[config.mk]
export PLATFORM = sky130hd
export DESIGN_NAME = result_streamer
export DESIGN_NICKNAME = d
export VERILOG_FILES = /design/src/rtl/result_streamer.sv
export SDC_FILE = /design/constraint.sdc
export NUM_CORES = 1
export LEC_CHECK = 0
export ABC_AREA = 0
export CAP_MARGIN = 20
export CORE_MARGIN = 1
export CORE_UTILIZATION = 30
export DETAILED_ROUTE_END_ITERATION = 6
export RECOVER_POWER = 25
export SYNTH_ARGS = -nofsm -noshare
export SYNTH_HDL_FRONTEND = slang
export SYNTH_SLANG_ARGS = --single-unit
[constraint.sdc]
create_clock -name clk -period 2.45 [get_ports clk]
set_input_delay 0.3675 -clock clk [delete_from_list [all_inputs] [get_ports clk]]
set_output_delay 0.3675 -clock clk [all_outputs]
set_load 0.02 [all_outputs]
[src/rtl/result_streamer.sv]
// -----------------------------------------------------------------------------
// result_streamer
//
// Output stage of the multi-core processor. When the cores report completion,
// it reads a contiguous block of result words from data memory and streams
// them one word per clock on com_data_out. Each valid word is framed by
// output_write_start, and the final word also carries output_write_done.
//
// Ports:
//   clk                 system clock, rising edge
//   rst_n               synchronous active-low reset
//   process_done        cores finished (sampled only while idle)
//   out_base_addr       first result address, latched on start
//   out_length          words to emit (0..2^ADDR_WIDTH), latched on start
//   mem_rd_en           memory read strobe
//   mem_rd_addr         memory read address (wraps modulo 2^ADDR_WIDTH)
//   mem_rd_data         read data, valid one cycle after mem_rd_en
//   com_data_out        registered output word
//   output_write_start  com_data_out carries a valid word
//   output_write_done   com_data_out carries the final word
//   busy                a run is in progress
// -----------------------------------------------------------------------------
module result_streamer #(
    parameter int unsigned ADDR_WIDTH = 12,
    parameter int unsigned DATA_WIDTH = 16
) (
    input  logic                  clk,
    input  logic                  rst_n,
    input  logic                  process_done,
    input  logic [ADDR_WIDTH-1:0] out_base_addr,
    input  logic [ADDR_WIDTH:0]   out_length,
    output logic                  mem_rd_en,
    output logic [ADDR_WIDTH-1:0] mem_rd_addr,
    input  logic [DATA_WIDTH-1:0] mem_rd_data,
    output logic [DATA_WIDTH-1:0] com_data_out,
    output logic                  output_write_start,
    output logic                  output_write_done,
    output logic                  busy
);

    typedef enum logic [1:0] {
        IDLE  = 2'd0,
        READ  = 2'd1,
        DRAIN = 2'd2
    } state_t;

    localparam logic [ADDR_WIDTH:0] ONE = {{ADDR_WIDTH{1'b0}}, 1'b1};

    state_t                state;
    state_t                state_next;
    logic                  start;
    logic [ADDR_WIDTH-1:0] base_q;
    logic [ADDR_WIDTH:0]   len_q;
    logic [ADDR_WIDTH:0]   issue_cnt;
    logic [ADDR_WIDTH:0]   emit_cnt;
    logic                  zero_q;   // zero-length framing token, one cycle after start
    logic                  v1;       // stage 1 valid, aligned with mem_rd_data
    logic                  z1;       // stage 1 carries the zero-length token

    // -------------------------------------------------------------------------
    // Next-state logic
    // -------------------------------------------------------------------------
    always_comb begin
        // NOTE: every signal driven here gets a default first, so no path
        // through the case statement can leave a value unassigned and infer a latch.
        state_next = state;
        start      = 1'b0;
        case (state)
            IDLE: begin
                if (process_done) begin
                    start      = 1'b1;
                    state_next = (out_length == '0) ? DRAIN : READ;
                end
            end
            READ: begin
                if (issue_cnt == len_q - ONE) begin
                    state_next = DRAIN;
                end
            end
            DRAIN: begin
                // The final word is on the output now; idle from the next cycle.
                if (output_write_done) begin
                    state_next = IDLE;
                end
            end
            default: state_next = IDLE;
        endcase
    end

    // NOTE: sequential state uses non-blocking assignments so every register
    // samples the pre-edge values of the others, independent of statement order.
    always_ff @(posedge clk) begin
        if (!rst_n) begin
            state <= IDLE;
        end else begin
            state <= state_next;
        end
    end

    assign busy        = (state != IDLE);
    assign mem_rd_en   = (state == READ);
    assign mem_rd_addr = base_q + issue_cnt[ADDR_WIDTH-1:0];

    // -------------------------------------------------------------------------
    // Run parameters and issue counter
    // -------------------------------------------------------------------------
    always_ff @(posedge clk) begin
        if (!rst_n) begin
            base_q    <= '0;
            len_q     <= '0;
            issue_cnt <= '0;
            zero_q    <= 1'b0;
        end else begin
            zero_q <= 1'b0;
            if (start) begin
                base_q    <= out_base_addr;
                len_q     <= out_length;
                issue_cnt <= '0;
                zero_q    <= (out_length == '0);
            end else if (mem_rd_en) begin
                issue_cnt <= issue_cnt + ONE;
            end
        end
    end

    // -------------------------------------------------------------------------
    // Read pipeline and output framing. The zero-length token rides the same
    // pipeline as a real read so its framing cycle lands at the usual latency.
    // -------------------------------------------------------------------------
    always_ff @(posedge clk) begin
        if (!rst_n) begin
            v1                 <= 1'b0;
            z1                 <= 1'b0;
            emit_cnt           <= '0;
            com_data_out       <= '0;
            output_write_start <= 1'b0;
            output_write_done  <= 1'b0;
        end else begin
            v1                 <= mem_rd_en | zero_q;
            z1                 <= zero_q;
            output_write_start <= v1;
            // emit_cnt holds the index of the word loading now.
            output_write_done  <= v1 & (z1 | (emit_cnt == len_q - ONE));
            if (start) begin
                emit_cnt <= '0;
            end else if (v1) begin
                emit_cnt <= emit_cnt + ONE;
            end
            if (v1) begin
                com_data_out <= z1 ? '0 : mem_rd_data;
            end
        end
    end

endmodule

# ---- Word level (Yosys, flattened, before mapping)
# Cells that the tools add are included.
dict set report totals {
  register_bits 74
  inputBits 44
  out_inout_bits 32
  word_cells 40
}
dict set report classes {
  add_sub_neg 4
  eq_ne 7
  muxes 8
  bitwise_logic 4
  n_reduce_logical 6
}
# operator count
set op_table {}
lappend op_table {{$add A13 B1 Y13 const B} 2}
lappend op_table {{$eq A13 B13 Y1} 2}
lappend op_table {{$mux W16} 1}
lappend op_table {{$logic_not A13 Y1} 1}
lappend op_table {{$sub A13 B1 Y13 const B} 1}
lappend op_table {{$add A12 B12 Y12} 1}
lappend op_table {{$mux W2} 4}
lappend op_table {{$pmux W2 S3} 1}
lappend op_table {{$ne A2 B2 Y1 const B} 2}
lappend op_table {{$reduce_and A3 Y1} 1}
lappend op_table {{$eq A2 B1 Y1 const B} 1}
lappend op_table {{$eq A2 B2 Y1 const B} 1}
lappend op_table {{$logic_not A2 Y1} 1}
lappend op_table {{$mux W1} 2}
lappend op_table {{$ne A2 B1 Y1 const B} 1}
lappend op_table {{$or A1 B1 Y1} 2}
lappend op_table {{$reduce_and A2 Y1} 1}
lappend op_table {{$reduce_bool A2 Y1} 1}
lappend op_table {{$reduce_or A2 Y1} 1}
lappend op_table {{$and A1 B1 Y1} 1}
lappend op_table {{$not A1 Y1} 1}

# ---- Depth between registers and ports, before layout
dict set report depth {
  word_depth 4
  mapped_depth 10
  mapped_depth_nobuf 10
}

# ---- Worst setup path before layout
# Ideal clock, no wire load.
dict set report synth_path {
  kind {reg2out}
  from {register issue_cnt[0]}
  to {output mem_rd_addr[10]}
  arrival_ns 2.299
  required_ns 2.082
  setup_slack_ns -0.217
  stages_incl_launch_ff 10
  path_buffers 0
  path_cell_list {dfxtp_1 > ha_1 > inv_1 > fa_1 > nor2b_1 > o21ai_0 > a21boi_0 > o21ai_0 > a21oi_1 > o311ai_0}
}
dict set report synth_via {
  elab_chain_cells 1
}
# element line_no
set synth_lines {}
lappend synth_lines {{from (decl)} 54} ;# logic [ADDR_WIDTH:0] issue_cnt;
lappend synth_lines {{from (signal assigned)} 121} ;# issue_cnt <= issue_cnt + ONE;
lappend synth_lines {{$add A12 B12 Y12} 102} ;# assign mem_rd_addr = base_q + issue_cnt[ADDR_WIDTH-1:0];
lappend synth_lines {{to (decl)} 33} ;# output logic [ADDR_WIDTH-1:0] mem_rd_addr,
# No other way between the ends.

# ---- Final worst setup path
dict set report layout_path {
  from {register base_q[1]}
  to {output mem_rd_addr[11]}
}
dict set report layout_via {
  elab_chain_cells 1
}
# element line_no
set layout_lines {}
lappend layout_lines {{from (decl)} 52} ;# logic [ADDR_WIDTH-1:0] base_q;
lappend layout_lines {{from (signal assigned)} 116} ;# base_q <= out_base_addr;
lappend layout_lines {{$add A12 B12 Y12} 102}
# No other way between the ends.

==> reports/metrics.cfg <==
[route]
drt_wl_total_um=10760
drtPass1Iterations=4
vias=3944
initialDrtViolationCount=133
wl_per_cell_um=13.15
via_per_inst=4.822
drc_errors=0
drtAntennaViolNets=0

[cts]
cts_max_level=3
cts_tree=yes
clockBufferDepth=2
numCtsBuffers=9
root_buffer=clkbuf_16
clkLatencyLatePin_ns=0.34
cts_sinks=74
cts.clk_slew.worst_paths_ns=0.07

[final_layout]
num-fill-cells=1378
multi_input_area_mm2=0.002686
drive_above_1_share=0.2056
nets=696
layout.area.seq_mm2=0.001491
synthToLayoutAreaGrowth_pct=42.37
num_antenna_cells=0
final_cells=818

[logic_synthesis]
ys_ff_latch=74
synth_nets=571
ys.flop_type=dfxtp_1
synth_area_mm2=0.004166
yosysWarningCount=0
yosysSeqAreaShare=0.3556
syn_inst=512
syn_area_per_cell_um2=8.138
synth_edf_count=0
yosys.cell_types.count=54
async_flop_share=0

[global_route]
grt_first_pass_wirelength_um=17580
grt_pass1_vias=3771
grt_max_degree=49
overflow=0
track_usage=0.1518
antenna_found_initial=0

[placed_design]
gp_congestion=0.8571
dp_hpwl_um=7899
pre_cts_slack_ns=-0.6062
numPortBuffers=75
dp.cells=792

[timing]
skew_ns=0.009224
max_freq_mhz=378.0
final-max-slew-violation-count=0
period_share=1.080
slew-limit-headroom=0.4633
fin_ws_ns=-0.1954
hold_violations=0
fin_crit_ns=2.645
setup_viol=6
rsz0062_at_grt=true
worstMarginPinSlew_ns=0.8050

[worst_hold_path]
hp-class=flip-flop to flip-flop

[critical_path]
crit_type=flip-flop to output port
setup.worst_path.start_class=flip-flop
cp.arrival_ns=2.28
worstPathMaxFanout=3
required_ns=2.08
endpoint_kind=output port

[power_and_ir_drop]
p_seq_frac=0.391
p_leak_nw=2.337
switching_share=0.2902
power_frac_clock=0.372
p_int_mw=2.353
p_switching_mw=0.9620
power.density_mw_per_mm2=558.8
ir_drop_mv=0.3172
p_comb_frac=0.237
total_power_mw=3.315

[status]
violations=negative setup slack
status=finished, violations left

[job]
maxCapViolCount=0

[die]
row_count=42
design.core.area_mm2=0.01340
die_area_mm2=0.01436
ios=76
die_h_um=119.9
die_w_um=119.9
start_util=0.3109

-- metrics by stage --
stage	hold slack (ns)	util	cell area (µm²)	TNS [ns]
after floorplan	0.4331	-	4174	-0.02839
after global placement	0.4460	0.4046	5421	-2.764
after detailed placement	0.4602	0.4046	5421	-2.885
after CTS	0.4726	0.4313	5779	-1.229
after global routing	0.4981	0.4427	5932	-1.770
final	0.4672	0.4427	5932	-0.7963
-- worst paths after layout --
check / startpoint / endpoint / slack [ns] / cells past startpoint
hold / removal: zero_q$_SDFF_PN0_ / v1$_SDFF_PN0_ / 0.47 / 1
hold reg to reg: zero_q$_SDFF_PN0_ / v1$_SDFF_PN0_ / 0.47 / 1
setup / recovery: base_q[1]$_SDFFE_PN0P_ / mem_rd_addr[11] / -0.20 / 9
setup reg to reg: len_q[0]$_SDFFE_PN0P_ / output_write_done$_SDFF_PN0_ / 0.05 / 8
-- layout make-up --
class | count | area share
timing repair buffer | 139 | 0.2025
inverter | 13 | 0.008226
sequential | 74 | 0.2514
multi-input combinational | 400 | 0.4529
clock inverter | 7 | 0.009914
tap | 176 | 0.03712
clock buffer | 9 | 0.03797
-- cells in the mapped netlist (all sizes together), types with 3 or more instances --
master  count  area, µm²
mux2i       3      30.03
a21oi      32      160.2
xor2       26      227.7
xnor2      32      280.3
ha         14      175.2
a211oi      4      30.03
nand3       6      30.03
inv        13      48.80
nand4      11      68.82
or3         9      61.31
nor3       11      55.05
a21boi     27      202.7
nor2b      35      219.0
o21a        3      22.52
dfxtp      74       1481
nand2b      3      18.77
o21ai      16      80.08
nor4        7      56.30
and2        8      50.05
clkbuf     19      71.32
o22ai       3      18.77
and3        7      43.79
buf         6      57.55
nor2       44      167.7
nand2      75      281.5
-- flip-flops by register name, indices dropped and copies added (netlist names), 2 cells and up --
| register | flops |
|---|---|
| com_data_out | 16 |
| emit_cnt | 13 |
| issue_cnt | 13 |
| len_q | 13 |
| base_q | 12 |
| state | 2 |
-- what timing repair did --
| item | CTS | global route |
|---|---|---|
| setup buffers | 3 | 8 |
| cloned | 0 | 0 |
| pin swaps | 8 | 14 |
| gates resized for setup | 58 | 34 |
| setup endpoints to repair | 11 | 13 |
| hold buffers | 0 | 0 |
-- per-layer routing --
metal | vias to the layer above | global-route usage | wire, µm
met1 | 1849 | 0.2017 | 5064
met5 | - | 0 | 0
met3 | 14 | 0.03042 | 460
li1 | 1992 | - | -
met2 | 89 | 0.2428 | 5035
met4 | 0 | 0.05469 | 200
-- critical path: stages (launching register included) --
cell	delay, ns
dfxtp_4	0.35
ha_4	0.23
a21o_1	0.19
a21oi_2	0.18
nor2b_2	0.08
nor4_4	0.21
o31ai_4	0.12
o41ai_2	0.27
xnor2_1	0.16
buf_4	0.16
-- power groups by stage --
stage | sequential (mW) | combinational (mW) | clock (mW)
after CTS | 1.30 | 0.724 | 1.28
after global placement | 1.32 | 0.709 | 0
final | 1.30 | 0.784 | 1.23
after global routing | 1.30 | 0.852 | 1.33
after detailed placement | 1.32 | 0.720 | 0
after floorplan | 1.32 | 0.425 | 0
-- cells by family after synthesis --
logic type               count (synthesis)  share of synthesized area
multiplexers                             3                   0.007207
adder cells (fa/ha/maj)                 15                    0.04685
AO/OA/AOI/OAI                           99                     0.1541
buffers and inverters                   38                    0.04264
AND/OR/NAND/NOR                        225                     0.2718
flip-flops                              74                     0.3556
XOR/XNOR                                58                     0.1219
-- cells in the final DEF, fill, tap and decap left out, drive strengths merged, types with 6 or more instances in the layout --
master,synthesis,routed
and3,7,7
or3,9,9
nand2,75,75
nor2,44,44
o21ai,16,16
a21boi,27,27
clkdlybuf4s50,0,64
xor2,26,26
inv,13,16
nor3,11,11
ha,14,14
nor4,7,7
and2,8,8
nor2b,35,35
dfxtp,74,74
a21oi,32,32
xnor2,32,32
nand3,6,6
buf,6,70
clkbuf,19,12
nand4,11,11
Note: power is estimated with default switching activity, not from simulation.
